===== config.mk =====
export PLATFORM = sky130hd
export DESIGN_NAME = keypad_scanner
export DESIGN_NICKNAME = d
export VERILOG_FILES = /design/src/rtl/keypad_pkg.sv /design/src/rtl/sync_2ff.sv /design/src/rtl/keypad_scanner.sv
export SDC_FILE = /design/constraint.sdc
export NUM_CORES = 1
export LEC_CHECK = 0
export ABC_AREA = 1
export CAP_MARGIN = 25
export CORE_MARGIN = 5
export CORE_UTILIZATION = 55
export DETAILED_ROUTE_END_ITERATION = 6
export PLACE_DENSITY = 0.86
export SYNTH_ARGS = -nofsm -noshare
export SYNTH_HDL_FRONTEND = slang
export SYNTH_HIERARCHICAL = 1
export SYNTH_SLANG_ARGS = --single-unit

===== constraint.sdc =====
create_clock -name clk -period 1.6 [get_ports clk]
set_input_delay 0.32 -clock clk [delete_from_list [all_inputs] [get_ports clk]]
set_output_delay 0.32 -clock clk [all_outputs]
set_load 0.02 [all_outputs]

===== src/rtl/keypad_pkg.sv =====
// Shared types and geometry for the 4x4 keypad scanner.
package keypad_pkg;

  localparam int KP_ROWS = 4;
  localparam int KP_COLS = 4;
  localparam int KP_KEYS = 16;

  typedef enum logic [2:0] {
    IDLE,
    DRIVE,
    SETTLE,
    SAMPLE,
    PUBLISH
  } scan_state_t;

  function automatic int key_idx(input int row, input int col);
    return row * KP_COLS + col;
  endfunction

endpackage


===== src/rtl/sync_2ff.sv =====
// Two-flop synchronizer for asynchronous GPIO inputs; resets to released (all ones).
module sync_2ff #(
  parameter int WIDTH = 1
) (
  input  logic             clk,
  input  logic             rst_n,
  input  logic [WIDTH-1:0] d,
  output logic [WIDTH-1:0] q
);

  logic [WIDTH-1:0] meta_q;
  logic [WIDTH-1:0] sync_q;

  always_ff @(posedge clk or negedge rst_n) begin
    if (!rst_n) begin
      meta_q <= '1;
      sync_q <= '1;
    end else begin
      meta_q <= d;
      sync_q <= meta_q;
    end
  end

  assign q = sync_q;

endmodule


===== src/rtl/keypad_scanner.sv =====
// 4x4 keypad column scanner: drives one column low at a time and publishes a raw
// 16-bit key snapshot once per frame.
// state   | meaning
// IDLE    | columns released, waiting for scan_en
// DRIVE   | pull current column low, clear settle counter
// SETTLE  | hold column for SETTLE_CYCLES while rows settle
// SAMPLE  | capture synced rows into accumulator, advance column
// PUBLISH | copy accumulator to keypad_scan, start next frame or park
module keypad_scanner
  import keypad_pkg::*;
#(
  parameter int SETTLE_CYCLES = 500
) (
  input  logic               clk,
  input  logic               rst_n,
  input  logic               scan_en,
  input  logic [KP_ROWS-1:0] row_n,
  output logic [KP_COLS-1:0] col_n,
  output logic [KP_KEYS-1:0] keypad_scan,
  output logic               frame_done,
  output logic               multi_key
);

  localparam int CNT_W = $clog2(SETTLE_CYCLES + 1);
  localparam logic [CNT_W-1:0] CNT_LAST = CNT_W'(SETTLE_CYCLES - 1);

  if (SETTLE_CYCLES < 3 || SETTLE_CYCLES > 65535) begin : g_bad_settle
    $error("keypad_scanner: SETTLE_CYCLES must be within 3..65535");
  end

  scan_state_t        state_q, state_d;
  logic [1:0]         col_q, col_d;
  logic [CNT_W-1:0]   cnt_q, cnt_d;
  logic [KP_KEYS-1:0] acc_q, acc_d;
  logic [KP_KEYS-1:0] scan_q, scan_d;
  logic               multi_q, multi_d;
  logic               done_q, done_d;
  logic [KP_ROWS-1:0] row_sync_n;
  logic [KP_COLS-1:0] col_n_c;
  logic [3:0]         idx;

  sync_2ff #(.WIDTH(KP_ROWS)) u_row_sync (
    .clk   (clk),
    .rst_n (rst_n),
    .d     (row_n),
    .q     (row_sync_n)
  );

  always_comb begin
    state_d = state_q;
    col_d   = col_q;
    cnt_d   = cnt_q;
    acc_d   = acc_q;
    scan_d  = scan_q;
    multi_d = multi_q;
    done_d  = 1'b0;
    col_n_c = 4'b1111;
    idx     = '0;
    case (state_q)
      IDLE: begin
        if (scan_en) begin
          state_d = DRIVE;
          col_d   = '0;
        end
      end
      DRIVE: begin
        col_n_c = ~(4'b0001 << col_q);
        cnt_d   = '0;
        state_d = SETTLE;
      end
      SETTLE: begin
        col_n_c = ~(4'b0001 << col_q);
        cnt_d   = cnt_q + 1'b1;
        if (cnt_q == CNT_LAST) state_d = SAMPLE;
      end
      SAMPLE: begin
        col_n_c = ~(4'b0001 << col_q);
        for (int r = 0; r < KP_ROWS; r++) begin
          idx        = 4'(key_idx(r, int'(col_q)));
          acc_d[idx] = ~row_sync_n[r];
        end
        if (col_q == 2'd3) begin
          state_d = PUBLISH;
        end else begin
          col_d   = col_q + 1'b1;
          state_d = DRIVE;
        end
      end
      PUBLISH: begin
        scan_d  = acc_q;
        // More than one bit set iff clearing the lowest set bit leaves something.
        multi_d = |(acc_q & (acc_q - 1'b1));
        done_d  = 1'b1;
        acc_d   = '0;
        col_d   = '0;
        state_d = scan_en ? DRIVE : IDLE;
      end
      default: state_d = IDLE;
    endcase
  end

  always_ff @(posedge clk or negedge rst_n) begin
    if (!rst_n) begin
      state_q <= IDLE;
      col_q   <= '0;
      cnt_q   <= '0;
      acc_q   <= '0;
      scan_q  <= '0;
      multi_q <= 1'b0;
      done_q  <= 1'b0;
    end else begin
      state_q <= state_d;
      col_q   <= col_d;
      cnt_q   <= cnt_d;
      acc_q   <= acc_d;
      scan_q  <= scan_d;
      multi_q <= multi_d;
      done_q  <= done_d;
    end
  end

  // Decoded from state so reset releases the columns without a clock edge.
  assign col_n       = col_n_c;
  assign keypad_scan = scan_q;
  assign frame_done  = done_q;
  assign multi_key   = multi_q;

endmodule


; Word level (Yosys, flattened, before mapping)
; Index checks and enable logic that the tools add are counted.
[classes]
n_addsub = 6
mul = 0
n_div = 0
magnitude_cmp = 8
eq_ne = 9
shifts = 1
mux = 24
bitwise_logic = 6
n_reduce_logical = 12
[op_table]
columns = operator, count
row1 = $bwmux W16, 4
row2 = $pmux W16 S2, 1
row3 = $pmux W9 S2, 1
row4 = $and A16 B16 Y16, 1
row5 = $reduce_or A16 Y1, 1
row6 = $sub A16 B1 Y16 const B, 1
row7 = $lt A4 B5 Y1 const B, 3
row8 = $pmux W3 S5, 1
row9 = $demux W1 S4, 3
row10 = $ge A4 B1 Y1 const B, 3
row11 = $add A9 B1 Y9 const B, 1
row12 = $eq A9 B9 Y1 const B, 1
row13 = $mux W3, 3
row14 = $add A4 B2 Y4 const A, 2
row15 = $eq A3 B2 Y1 const B, 2
row16 = $mux W1, 6
row17 = $ne A2 B2 Y1 const B, 3
row18 = $pmux W2 S3, 1
row19 = $lt A2 B5 Y1 const B, 1
row20 = $add A3 B2 Y4 const A, 1
row21 = $logic_and A1 B1 Y1, 4
row22 = $mux W2, 2
row23 = $mux W4, 1
row24 = $not A1 Y1, 4
row25 = other kinds (14), 15
[totals]
regBits = 56
latch_bits = 0
mem_bits_rw = 0
romBits = 0
in_bits = 7
out_inout_bits = 22
elab_cells = 75
memories = 0

; Depth between registers and ports, before layout
; Gate-level depths: netlist of the first run.
[depth]
depth_word = 9
depth_mapped = 10
depth_no_buf = 10

; By module
; The synthesis of the first run kept the hierarchy.
[modules_own_cells]
columns = mod, instances, cells_per_inst, area_per_inst_um2, seq_area_each_um2
row1 = keypad_scanner, 1, 276, 2289.7, 1201.2
row2 = sync_2ff, 1, 8, 210.2, 210.2

; Worst setup path before layout of the first run
; Ideal clock, no wire load.
[synth_path]
kind = register to register
from = register cnt_q[0]
to = register cnt_q[8]
setup_ps = 129
arrival_time_ps = 1126
t_required_ps = 1471
slack_ps = 345
stages_incl_launch_ff = 9
n_path_buf = 0
period_less_slack_ps = 1255
cell_sequence = dfrtp_1 -> ha_1 -> nand2_1 -> inv_1 -> nand2_1 -> nor3_2 -> nand2_1 -> o21ai_0 -> o21ai_0
[synth_via]
elab_chain_cells = 2
[synth_rtl]
columns = item, line
row1 = "start, declared", keypad_scanner.sv:33  ; logic [CNT_W-1:0] cnt_q, cnt_d;
row2 = "start signal, assigned", keypad_scanner.sv:114  ; cnt_q <= cnt_d;
row3 = $add A9 B1 Y9, keypad_scanner.sv:73  ; cnt_d = cnt_q + 1'b1;
row4 = $pmux W9 S2, keypad_scanner.sv:59  ; case (state_q)
; Every way passes these cells.
; A chain may end at the register's enable or synchronous reset.

; Worst setup path in the final report of the first run
[layout_path]
from = register col_q[0]
to = output port col_n[2]
[layout_via]
elab_chain_cells = 3
[layout_rtl]
columns = item, line
row1 = "start, declared", keypad_scanner.sv:32  ; logic [1:0] col_q, col_d;
row2 = "start signal, assigned", keypad_scanner.sv:113  ; col_q <= col_d;
row3 = $shl A1 B2 Y4, "keypad_scanner.sv:67, keypad_scanner.sv:72, keypad_scanner.sv:77"
row4 = $not A4 Y4, "keypad_scanner.sv:67, keypad_scanner.sv:72, keypad_scanner.sv:77"
row5 = $mux W4, --
row6 = "end, declared", keypad_scanner.sv:18  ; output logic [KP_COLS-1:0] col_n,
; Every way passes these cells.

==> impl_metrics.ini, run 1 <==
[timing]
setup_viol = 0
clock_skew_ns = 0.006428
min_period_ns = 1.526
slew_headroom_pct = 70.78
hold_viol_final = 0
timing.final.crit_share_pct = 95.37
holdWs_ns = 0.3594
worst_slack_ns = 0.07406
maxSlewViolCount = 0
rsz0062_at_grt = yes
worst_pin_slew_ns = 0.4384
fmax_mhz = 655.3

[die]
fp-row-count = 24
fp.coreArea_um2 = 4384
dieArea_um2 = 5994
die_height_um = 77.42
dieWidth_um = 77.42
start_util_pct = 57.02
io-pin-count = 29

[power_and_ir_drop]
power.total_w = 0.004573
power.internal_w = 0.002774
swShare_pct = 39.32
ir_drop_v = 0.001157
p_sw_w = 0.001798
pwr-share-comb_pct = 39.9
pwr-share-clk_pct = 17.5
power_density_nw_per_um2 = 1480
p_leak_nw = 1.759
p_seq_share_pct = 42.6

[final_layout]
diodes = 0
drive_gt1_share_pct = 17.12
nNetsFinal = 344
finalNonFillerCells = 385
area_delta_synth_final_pct = 23.62
fillerInstances = 329

[synth]
netlist_area_um2 = 2500
synth_fa_ha_area_share_pct = 2.503
synth_nets = 296
synth_cells = 284
avgSynthCellArea_um2 = 8.802
yosysSeqAreaShare_pct = 56.46
synth_warnings = 6
synthXorXnorAreaFrac_pct = 0.7007
yosys.area_share.simple_pct = 21.12
synth-compound-area-share_pct = 12.66
synth_top_family_by_area = simple AND/OR/NAND/NOR gates
ys_seq_elements = 56
synth_mux_area_share_pct = 0
ys_types = 28

[min_path]
hp-class = flop to flop

[global_route]
grt_pass1_vias = 2156
grt_overflow = 0
grt_max_degree = 40
grt_pass1_wl_um = 9632
grt_usage_pct = 19.40
antenna_found_initial = 0

[critical_path]
crit_type = flop to primary output
crit_fanout = 3
crit_arrival_ns = 1.21
crit_path_end_kind = primary output
start_kind = flop
required_ns = 1.28

[cts]
htreeDepth = 2
cts_made_buffers = 5
clock-sinks = 56
clockBufferDepth = 2
clk_latency_ns = 0.30
clk_pin_slew_worst_paths_ns = 0.10
tritoncts = done
root_buffer = clkbuf_8

[detailed_routing]
route.antenna.remaining_nets = 0
routed_wirelength_um = 5400
num_vias = 2071
drt_iter0_drc = 123
drt_pre_antenna_iters = 4
via_per_inst = 5.379
drc = 0
wl_per_cell_um = 14.03

[placement]
port_buffers = 28
place_ws_ns = -0.06225
place.detailed.hpwl_um = 3981
dp_cells = 372
gp_congestion = 0.9309

[run_status]
run_status = completed

[job]
max_cap_viol_count = 0
==> final timing paths <==
kind / cells past startpoint / slack [ns] / from / to
worst max-delay path: 4 / 0.07 / col_q[0] / col_n[2]
worst min-delay path: 0 / 0.36 / u_row_sync/meta_q[3] / u_row_sync/q[3]
worst max register to register: 7 / 0.11 / state_q[1] / acc_q[2]
worst min register to register: 0 / 0.36 / u_row_sync/meta_q[3] / u_row_sync/q[3]
max in group asynchronous: 3 / 0.51 / rst_n / u_row_sync/meta_q[0]
min in group asynchronous: 2 / 0.48 / rst_n / keypad_scan[15]
==> sequential cells by signal, indices dropped and copies added, names as in the netlist <==
name / flops
acc_q: 16
cnt_q: 9
col_q: 2
frame_done: 1
keypad_scan: 16
multi_key: 1
state_q: 3
u_row_sync/meta_q: 4
u_row_sync/q: 4
==> timing repair <==
item / in CTS / in global routing
endpoints found under the hold margin: 17 / 0
hold buffers: 1 / 0
endpoints found under the setup margin: 9 / 21
buffers inserted: 1 / 3
cloned: 0 / 0
resized for setup: 24 / 21
pin swaps: 0 / 4
==> kinds of logic (layout without fill, tap and decap cells) <==
kind of cell / count (synthesis) / count (layout)
and+or+nand+nor: 124 / 124
AOI/OAI and AO/OA: 56 / 56
DFF: 56 / 56
buffers and inverters: 41 / 90
adders and majority gates: 5 / 5
xor gates and xnor gates: 2 / 2
==> layout make-up <==
| type | count | area, um2 | area share [%] |
|---|---|---|---|
| clock buffer | 6 | 82.58 | 2.672 |
| clock inverter | 2 | 13.76 | 0.4453 |
| inverter | 37 | 138.9 | 4.494 |
| multi-input combinational | 187 | 948.4 | 30.69 |
| sequential | 56 | 1411 | 45.67 |
| tap | 52 | 65.06 | 2.105 |
| timing repair buffer | 45 | 430.4 | 13.93 |
==> cell usage in the layout (no fill, tap or decap), types with 2 or more instances in the layout <==
| cell type | instances |
|---|---|
| a21oi_1 | 4 |
| buf_2 | 4 |
| buf_4 | 15 |
| clkbuf_8 | 6 |
| clkdlybuf4s50_1 | 5 |
| dfrtp_1 | 48 |
| dfstp_2 | 8 |
| dlygate4sd2_1 | 5 |
| dlymetal6s2s_1 | 13 |
| ha_1 | 4 |
| inv_1 | 33 |
| inv_2 | 4 |
| nand2_1 | 66 |
| nand2_2 | 3 |
| nand3_1 | 8 |
| nor2_1 | 32 |
| nor2_2 | 4 |
| o21ai_0 | 29 |
| o22ai_1 | 19 |
| or2_4 | 4 |
| xor2_1 | 2 |
==> stage by stage <==
step	utilization (%)	setup TNS, ns	cell area, um2
floorplan	-	0	2500
global placement	66.55	-0.008323	2918
detailed placement	66.55	-0.1882	2918
CTS	68.66	0	3010
global route	70.49	-0.08215	3090
finish	70.49	0	3090
==> Yosys cell counts <==
master    instances  share of area, %
nand2_1          68                10
dfrtp_1          48                48
inv_1            35               5.3
nor2_1           34               5.1
o21ai_0          29               5.8
o22ai_1          19               4.8
dfstp_2           8               8.4
nand3_1           8               1.6
ha_1              5               2.5
a21oi_1           4              0.80
or2_4             4               1.4
buf_2             2              0.40
inv_2             2              0.30
nand2_2           2              0.50
nor2_2            2              0.50
xor2_1            2              0.70
a211oi_1          1              0.30
a22o_1            1              0.35
buf_6             1              0.45
clkbuf_1          1              0.15
nand4_1           1              0.25
nor2_4            1              0.45
nor3_1            1              0.20
nor3_2            1              0.40
nor4_1            1              0.25
o31ai_1           1              0.30
o32ai_1           1              0.35
or2_2             1              0.25
==> critical path, cell delays in order (launching register included) <==
cell and delay (ns):
dfrtp_1 0.42, inv_2 0.09, ha_2 0.19, nand2_1 0.05, buf_2 0.16
==> per-layer routing <==
metal | track usage (%) | share of wire [%] | vias to the layer above
li1 | - | - | 1011
met1 | 24.12 | 42 | 991
met2 | 33.42 | 51 | 53
met3 | 4.514 | 3.9 | 16
met4 | 6.186 | 2.8 | 0
met5 | 0 | 0 | -
==> power by group through the flow <==
| stage | Combinational [W] | Sequential (W) | Clock (W) |
|---|---|---|---|
| finish | 0.00182 | 0.00195 | 0.000800 |
| global route | 0.00208 | 0.00198 | 0.000893 |
| CTS | 0.00173 | 0.00195 | 0.000812 |
| detailed placement | 0.00173 | 0.00198 | 0 |
| global placement | 0.00167 | 0.00195 | 0 |
| floorplan | 0.00111 | 0.00197 | 0 |
Note: power is estimated with default switching activity, not from simulation.
==> run 2: changes to the inputs <==
--- a/config.mk
+++ b/config.mk
@@ -7,10 +7,10 @@
 export LEC_CHECK = 0
 export ABC_AREA = 1
 export CAP_MARGIN = 25
-export CORE_MARGIN = 5
+export CORE_MARGIN = 4
 export CORE_UTILIZATION = 55
 export DETAILED_ROUTE_END_ITERATION = 6
-export PLACE_DENSITY = 0.86
+export PLACE_DENSITY = 0.8
 export SYNTH_ARGS = -nofsm -noshare
 export SYNTH_HDL_FRONTEND = slang
 export SYNTH_HIERARCHICAL = 1
==> run 2 against run 1 <==
Routed wire length up 0.43%. Utilization up 0.60 points. Register-to-register slack better by 0.02 ns. Clock power shrank 2%. Final cell count is 0.52% higher. Cell area is 0.85% higher. Total power shrank 0.11%.
==> impl_metrics.ini, run 2 (synthesis gave the netlist of run 1 again) <==
[critical_path]
crit_cells = 1
cp_slowest_cell = clkdlybuf4s50_1
r2r-start = cnt_q[1]
crit_fanout = 2
crit_family = buffers and inverters
start_kind = flop
crit_path_end_kind = primary output
crit_chain = clkdlybuf4s50_1
crit_arrival_ns = 1.25
rr_worst_depth = 8
crit_type = flop to primary output
required_ns = 1.28
cp_slowest_stage_delay_ns = 0.60
startpoint = multi_key
crit_buf_inv = 1

[cts]
clk_pin_slew_worst_paths_ns = 0.09
root_buffer = clkbuf_8
clockBufferDepth = 2
tritoncts = done
cts_made_buffers = 5
htreeDepth = 2
clock-sinks = 56
clk_latency_ns = 0.31

[power_and_ir_drop]
power.internal_w = 0.002766
p_sw_w = 0.001801
power.total_w = 0.004567
p_seq_share_pct = 42.9
pwr-share-comb_pct = 39.9
pwr-share-clk_pct = 17.3
swShare_pct = 39.43
ir_drop_v = 0.001030
power_density_nw_per_um2 = 1465
p_leak_nw = 1.783

[placement]
gp_congestion = 0.8784
placed_cell_area_um2 = 2933
place_ws_ns = -0.05993
port_buffers = 28
place.detailed.hpwl_um = 3762
dp_cells = 374

[detailed_routing]
routed_wirelength_um = 5423
drc = 0
route.antenna.remaining_nets = 0
drt_pre_antenna_iters = 4
drt_iter0_drc = 109
via_per_inst = 5.395
wl_per_cell_um = 14.01
num_vias = 2088

[final_layout]
nNetsFinal = 346
final_cell_mix = nand2_1 (67), dfrtp_1 (47), inv_1 (32), nor2_1 (32), o21ai_0 (29)
finalNonFillerCells = 387
diodes = 0
area_delta_synth_final_pct = 24.67
final_common_cell = nand2_1
drive_gt1_share_pct = 17.91
design_area_um2 = 3117
utilization_pct = 71.09

[die]
io-pin-count = 29
fp-row-count = 24
start_util_pct = 57.02
die_height_um = 75.42
dieArea_um2 = 5688
dieWidth_um = 75.42
fp.coreArea_um2 = 4384

[timing]
rsz0062_at_grt = yes
clock_skew_ns = 0.007605
maxSlewViolCount = 0
setup_viol = 0
worst_pin_slew_ns = 0.2928
timing.final.crit_share_pct = 98.19
hold_viol_final = 0
min_period_ns = 1.571
fmax_mhz = 636.5
slew_headroom_pct = 80.48
worst_slack_ns = 0.02902

[global_route]
grt_pass1_wl_um = 8749
antenna_found_initial = 0
grt_overflow = 0
grt_usage_pct = 20.35
grt_pass1_vias = 2000
grt_max_degree = 57

[min_path]
worstHoldStart = u_row_sync/meta_q[0]
worstHoldPathCells = 0
hp-class = flop to flop

[run_status]
run_status = completed

[job]
max_cap_viol_count = 0
## run 2: cell types whose count changed in the layout (fill, tap and decap cells not counted), moves of 2 or more
cell            change
dlygate4sd2_1       -3
buf_4               +2
dlymetal6s2s_1      +2
nor2_2              -2
nor2_4              +2
## run 2: final timing paths
| kind | slack [ns] | to |
|---|---|---|
| max | 0.03 | multi_key |
| max in group asynchronous | 0.77 | u_row_sync/meta_q[0] |
| min reg2reg | 0.36 | u_row_sync/q[0] |
| min in group asynchronous | 0.53 | keypad_scan[13] |
| max reg2reg | 0.13 | cnt_q[8] |
| min | 0.36 | u_row_sync/q[0] |
## run 2: per-layer routing
layer / vias to the layer above / track usage [%] / part of all wire [%]
met1: 995 / 24.02 / 40
li1: 1021 / - / -
met4: 0 / 7.767 / 2.4
met2: 62 / 36.24 / 52
met3: 10 / 4.354 / 5.4
met5: - / 0 / 0
## run 2: per-stage QoR
stage | setup TNS (ns) | hold slack (ns)
global route | -0.03747 | 0.3672
CTS | 0 | 0.3638
global placement | -0.01927 | 0.3348
detailed placement | -0.1888 | 0.3379
finish | 0 | 0.3617
floorplan | 0 | 0.02441
## run 2: layout make-up
| class | instances | area [um2] |
|---|---|---|
| clock buffer | 7 | 86.33 |
| clock inverter | 1 | 7.507 |
| fill | 337 | 1267 |
| inverter | 37 | 138.9 |
| multi-input combinational | 187 | 958.4 |
| sequential | 56 | 1413 |
| tap | 52 | 65.06 |
| timing repair buffer | 47 | 447.9 |
## run 2: repair_timing
| item | CTS | global route |
|---|---|---|
| endpoints found under the hold margin | 1 | 0 |
| gates resized for setup | 21 | 25 |
| hold buffers | 1 | 0 |
| pin swaps | 0 | 3 |
| endpoints found under the setup margin | 6 | 22 |
| buffers inserted | 0 | 4 |
## run 2: power groups by stage
stage               clock network (W)  logic, W  registers (W)
floorplan                           0   0.00111        0.00197
global placement                    0   0.00171        0.00195
detailed placement                  0   0.00176        0.00197
CTS                          0.000810   0.00176        0.00195
global route                 0.000876   0.00206        0.00199
finish                       0.000788   0.00182        0.00196
==> run 3: changes to the inputs <==
--- a/config.mk
+++ b/config.mk
@@ -11,6 +11,7 @@
 export CORE_UTILIZATION = 55
 export DETAILED_ROUTE_END_ITERATION = 6
 export PLACE_DENSITY = 0.8
+export SKIP_LAST_GASP = 1
 export SYNTH_ARGS = -nofsm -noshare
 export SYNTH_HDL_FRONTEND = slang
 export SYNTH_HIERARCHICAL = 1
==> results of run 3 <==
Final layout, timing and power as in run 2 (identical DEF).
==> edit 1: new RTL, settings of run 2 <==
Reset style: synchronous (`rst_n`), changed in 2 clocked blocks. Comments in the files are not updated.
--- a/src/rtl/sync_2ff.sv
+++ b/src/rtl/sync_2ff.sv
@@ -11,7 +11,7 @@
   logic [WIDTH-1:0] meta_q;
   logic [WIDTH-1:0] sync_q;
 
-  always_ff @(posedge clk or negedge rst_n) begin
+  always_ff @(posedge clk) begin
     if (!rst_n) begin
       meta_q <= '1;
       sync_q <= '1;
--- a/src/rtl/keypad_scanner.sv
+++ b/src/rtl/keypad_scanner.sv
@@ -99,7 +99,7 @@
     endcase
   end
 
-  always_ff @(posedge clk or negedge rst_n) begin
+  always_ff @(posedge clk) begin
     if (!rst_n) begin
       state_q <= IDLE;
       col_q   <= '0;
Behaviour: differs if rst_n is asserted again (counterexample within 4 cycles, from zero or initial values and one cycle with rst_n low); with rst_n held inactive, the same outputs for 10 cycles.
==> edit 1 against run 2 <==
Clock skew rose by 0.0029 ns; final cell count rose by 14%; area after synthesis fell by 1.3%; setup slack got worse by 0.0015 ns; sequential share of layout area fell by 7.7 points; die area fell by 1.1%; global-route usage fell by 0.11 points; design area fell by 4.0%; via count rose by 7.1%; routed wire length fell by 2.7%; sequential cell count did not move; fmax barely moved; critical path depth did not move; critical path type unchanged.
Power is not compared: it rests on default switching activity, and its combinational part moved more than twofold at a synthesized area within 25%.
==> edit 1: results (changes against run 2) <==
Run status
  – Outcome: finished, final reports clean

Global routing
  – Initial antenna violation count: 0 (unchanged)
  – Vias in the first global route: 2024 (+1.2%)
  – Tot GR Track Use: 20.2% (-0.11 points)
  – Global-route wire length before repair: 8850 um (+1.2%)
  – Pin count of the biggest net entering global routing: 31 (-46%)

Synthesis
  – Most frequent cells after synthesis: nand2_1 (90), dfxtp_1 (56), inv_1 (48)
  – Post-synthesis sequential area ratio: 45.4% (-11 points)
  – XOR/XNOR Fraction of Synth Area: 0.355% (-0.35 points)
  – Asr flop ratio synth: 0% (-100 points)
  – Compound-Gate Fraction of Synth Area: 14.3% (+1.7 points)
  – Adder-cell share of the synthesized area: 2.53% (+0.032 points)
  – Ranking of synthesized cells by area: dfxtp_1 (45%), nand2_1 (14%), inv_1 (7.3%)
  – Cell variety after synth: 27 (-3.6%)
  – Predominant post-synthesis flop cell: dfxtp_1
  – Syn. warnings: 6 (unchanged)
  – Synthesized area per cell: 7.03 um2 (-20%)
  – Syn_nets: 363 (+23%)

Finish
  – Layout cells sized above 1: 10.5% (-7.4 points)
  – # diodes: 0 (unchanged)
  – Final Instance Count excl. Fillers: 442 (+14%)
  – Nets@finish: 401 (+16%)

Clock tree
  – CTS max path bufs: 2 (unchanged)
  – Worst skew pair latency: 0.31 ns (about the same)
  – Postcts setup bufs: 0 (unchanged)
  – Number of buffers created by CTS: 5 (unchanged)
  – Clock slew at reported path FFs: 0.10 ns
  – CTS Root Cell: clkbuf_8
  – Post-CTS Resized: 19 (-9.5%)

Timing
  – Fin Hold WS: 0.413 ns (+0.0516 ns)
  – Setup Skew: 0.0105 ns (+0.00289 ns)
  – Rel. slew slack: 50.0% (-30 points)
  – Crit path time final: 1.57 ns (+0.00147 ns)

Detailed routing
  – Vias/cell: 5.06 (-6.2%)
  – Final wirelength: 5270 um (-2.7%)
  – DR iter-0 viols: 187 (+72%)
  – Drt pass-1 iters: 4 (unchanged)

Placement
  – Detail Placement HPWL: 3840 um (+2.1%)
  – Placer congestion estimate: 0.865 (-1.5%)
  – Placed insts: 434 (+16%)
  – Place WS: -0.0814 ns (-0.0215 ns)
  – IO buf count: 28 (unchanged)
  – Placed cell area: 0.00288 mm2 (-1.7%)

Power and ir drop
  – Leakage: 1.57 nW
  – Worst IR Drop VDD: 0.753 mV

Setup path
  – Reg2reg end: cnt_q[8]$_SDFFE_PN0P_
  – Maximum fanout along the worst path: 1 (-1)
  – FF-to-FF path depth: 4 (-4)
  – Crit path from: frame_done$_SDFF_PN0_
  – CP top delay family: buffers and inverters
  – CP endpoint: frame_done
  – Reg2Reg Launch Point: state_q[2]$_SDFFE_PN0P_
  – Worst path max stage delay: 0.61 ns
  – Worst path slowest cell: clkdlybuf4s50_1

Min path
  – Hold depth: 2 (+2)
  – Hold WC Path Type: reg -> reg
  – Hold Path Sink: u_row_sync/q[3]$_SDFF_PN1_
  – Start point of the worst min-delay path: u_row_sync/meta_q[3]$_SDFF_PN1_
edit 1: worst reg2reg max path: stages (launching register included):
cell,delay [ns]
dfxtp_1,0.35
buf_4,0.16
o31ai_1,0.65
a21oi_1,0.08
o21a_1,0.13
edit 1: area by class of cell:
cell class | count | area (um2)
clock buffers | 5 | 68.8
clock inverters | 3 | 22.5
fillers | 376 | 1360
inverters | 50 | 188
multi-input cells | 236 | 1120
flip-flops and latches | 56 | 1120
well taps | 52 | 65.1
repair buffers | 40 | 408
edit 1: power by group:
part           internal, mW  switching, mW  total (mW)
combinational         0.100          0.170       0.270
clock                 0.315          0.475       0.790
sequential             1.42         0.0177        1.44
edit 1: per-layer routing:
metal / vias to the layer above / global-route usage [%] / routed length, um
met5: - / 0 / 0
met4: 0 / 6.32 / 61
met3: 10 / 4.67 / 326
met2: 61 / 33.5 / 2450
met1: 982 / 26.3 / 2440
li1: 1184 / - / -
==> edit 2: new RTL, settings of run 2 <==
Without the edit above. Set the package constant `KP_ROWS` to 5 (it was 4).
--- a/src/rtl/keypad_pkg.sv
+++ b/src/rtl/keypad_pkg.sv
@@ -1,7 +1,7 @@
 // Shared types and geometry for the 4x4 keypad scanner.
 package keypad_pkg;
 
-  localparam int KP_ROWS = 4;
+  localparam int KP_ROWS = 5;
   localparam int KP_COLS = 4;
   localparam int KP_KEYS = 16;
 
Interface: changed (resized row_n); port bits go from 29 to 30. No check against the original RTL was run, so the function may have changed too.
==> edit 2 against run 2 <==
Count of clock-buffer cells in the layout is 2 lower; setup slack better by 0.021 ns; non-clock buffer count is 3 lower; final cell count is 2.6% lower; hold slack worse by 0.0024 ns; total power is 0.26% lower; routed wire length is 8.7% lower; sequential power is 5% lower; sequential cell count stayed put; largest power group unchanged; utilization is 0.60 points lower; area after synthesis is 1.2% lower; register-to-register slack worse by 0.02 ns; design area is 1.5% lower.
==> edit 2: results (changes against run 2) <==
Run status
  – Outcome: finished, final reports clean

Power and ir drop
  – PwrDens: 1480 mW/mm2 (+1.3%)
  – Leakage: 1.60 nW (-11%)
  – Switch share: 37.8% (-1.6 points)
  – Worst IR Drop VDD: 0.784 mV (-24%)
  – Net Switching: 1.72 mW (-4.4%)
  – Register share of total power: 40.9% (-2.0 points)

Synthesis
  – Gate Count Post-Synth: 277 (-2.5%)

Finish
  – Filler instances: 329 (-2.4%)
  – Nets@finish: 337 (-2.6%)
  – Layout cells sized above 1: 17.5% (-0.37 points)

Global routing
  – Global-route wire length before repair: 8370 um (-4.3%)
  – Vias in the first global route: 1888 (-5.6%)
  – GRT met1 Usage: 22.8% (-1.3 points)
  – Tot GR Track Use: 20.0% (-0.37 points)
  – M3 GR Usage: 5.34% (+0.99 points)

Detailed routing
  – WL met3: 270 um (-8.5%)
  – Routed wire length on met2: 2510 um (-11%)

Timing
  – Setup Skew: 0.00677 ns (-0.000835 ns)
  – Fin Hold WS: 0.359 ns (-0.00243 ns)
  – Final WS setup: 0.0499 ns (+0.0209 ns)

Setup path
  – Reg2Reg Setup Slack: 0.11 ns (-0.02 ns)
  – Crit path from: frame_done$_DFF_PN0_
  – Reg2reg end: acc_q[8]$_DFFE_PN0P_
  – Reg2Reg Launch Point: state_q[2]$_DFFE_PN0P_
  – Critical path arrival: 1.23 ns (-0.02 ns)
  – CP endpoint: frame_done
  – Maximum fanout along the worst path: 1 (-1)

Placement
  – Place WS: -0.0741 ns (-0.0142 ns)
  – Placer congestion estimate: 0.810 (-7.8%)
-- edit 2: worst register-to-register path, stage by stage (launching register included) --
cell and delay, ns:
dfrtp_1 0.41, buf_4 0.15, inv_2 0.12, nand3_1 0.14
inv_1 0.17, nand2_1 0.11, buf_4 0.17, o22ai_1 0.14
-- edit 2: cell type report --
cell class / count / share of cell area (%)
Clock buffer: 5 / 2.24
Clock inverter: 3 / 1.39
Inverter: 40 / 4.89
Multi-Input combinational cell: 177 / 30.6
Sequential cell: 56 / 46.0
Tap cell: 52 / 2.12
Timing Repair Buffer: 44 / 12.8
-- edit 2: repair_timing --
| action | 4_1_cts | 5_1_grt |
|---|---|---|
| buffers inserted | 2 | 0 |
| endpoints found under the setup margin | 18 | 9 |
| pin swaps | 0 | 1 |
| hold buffers | 1 | 0 |
| hold endpoints to repair | 33 | 0 |
| gates resized for setup | 35 | 20 |
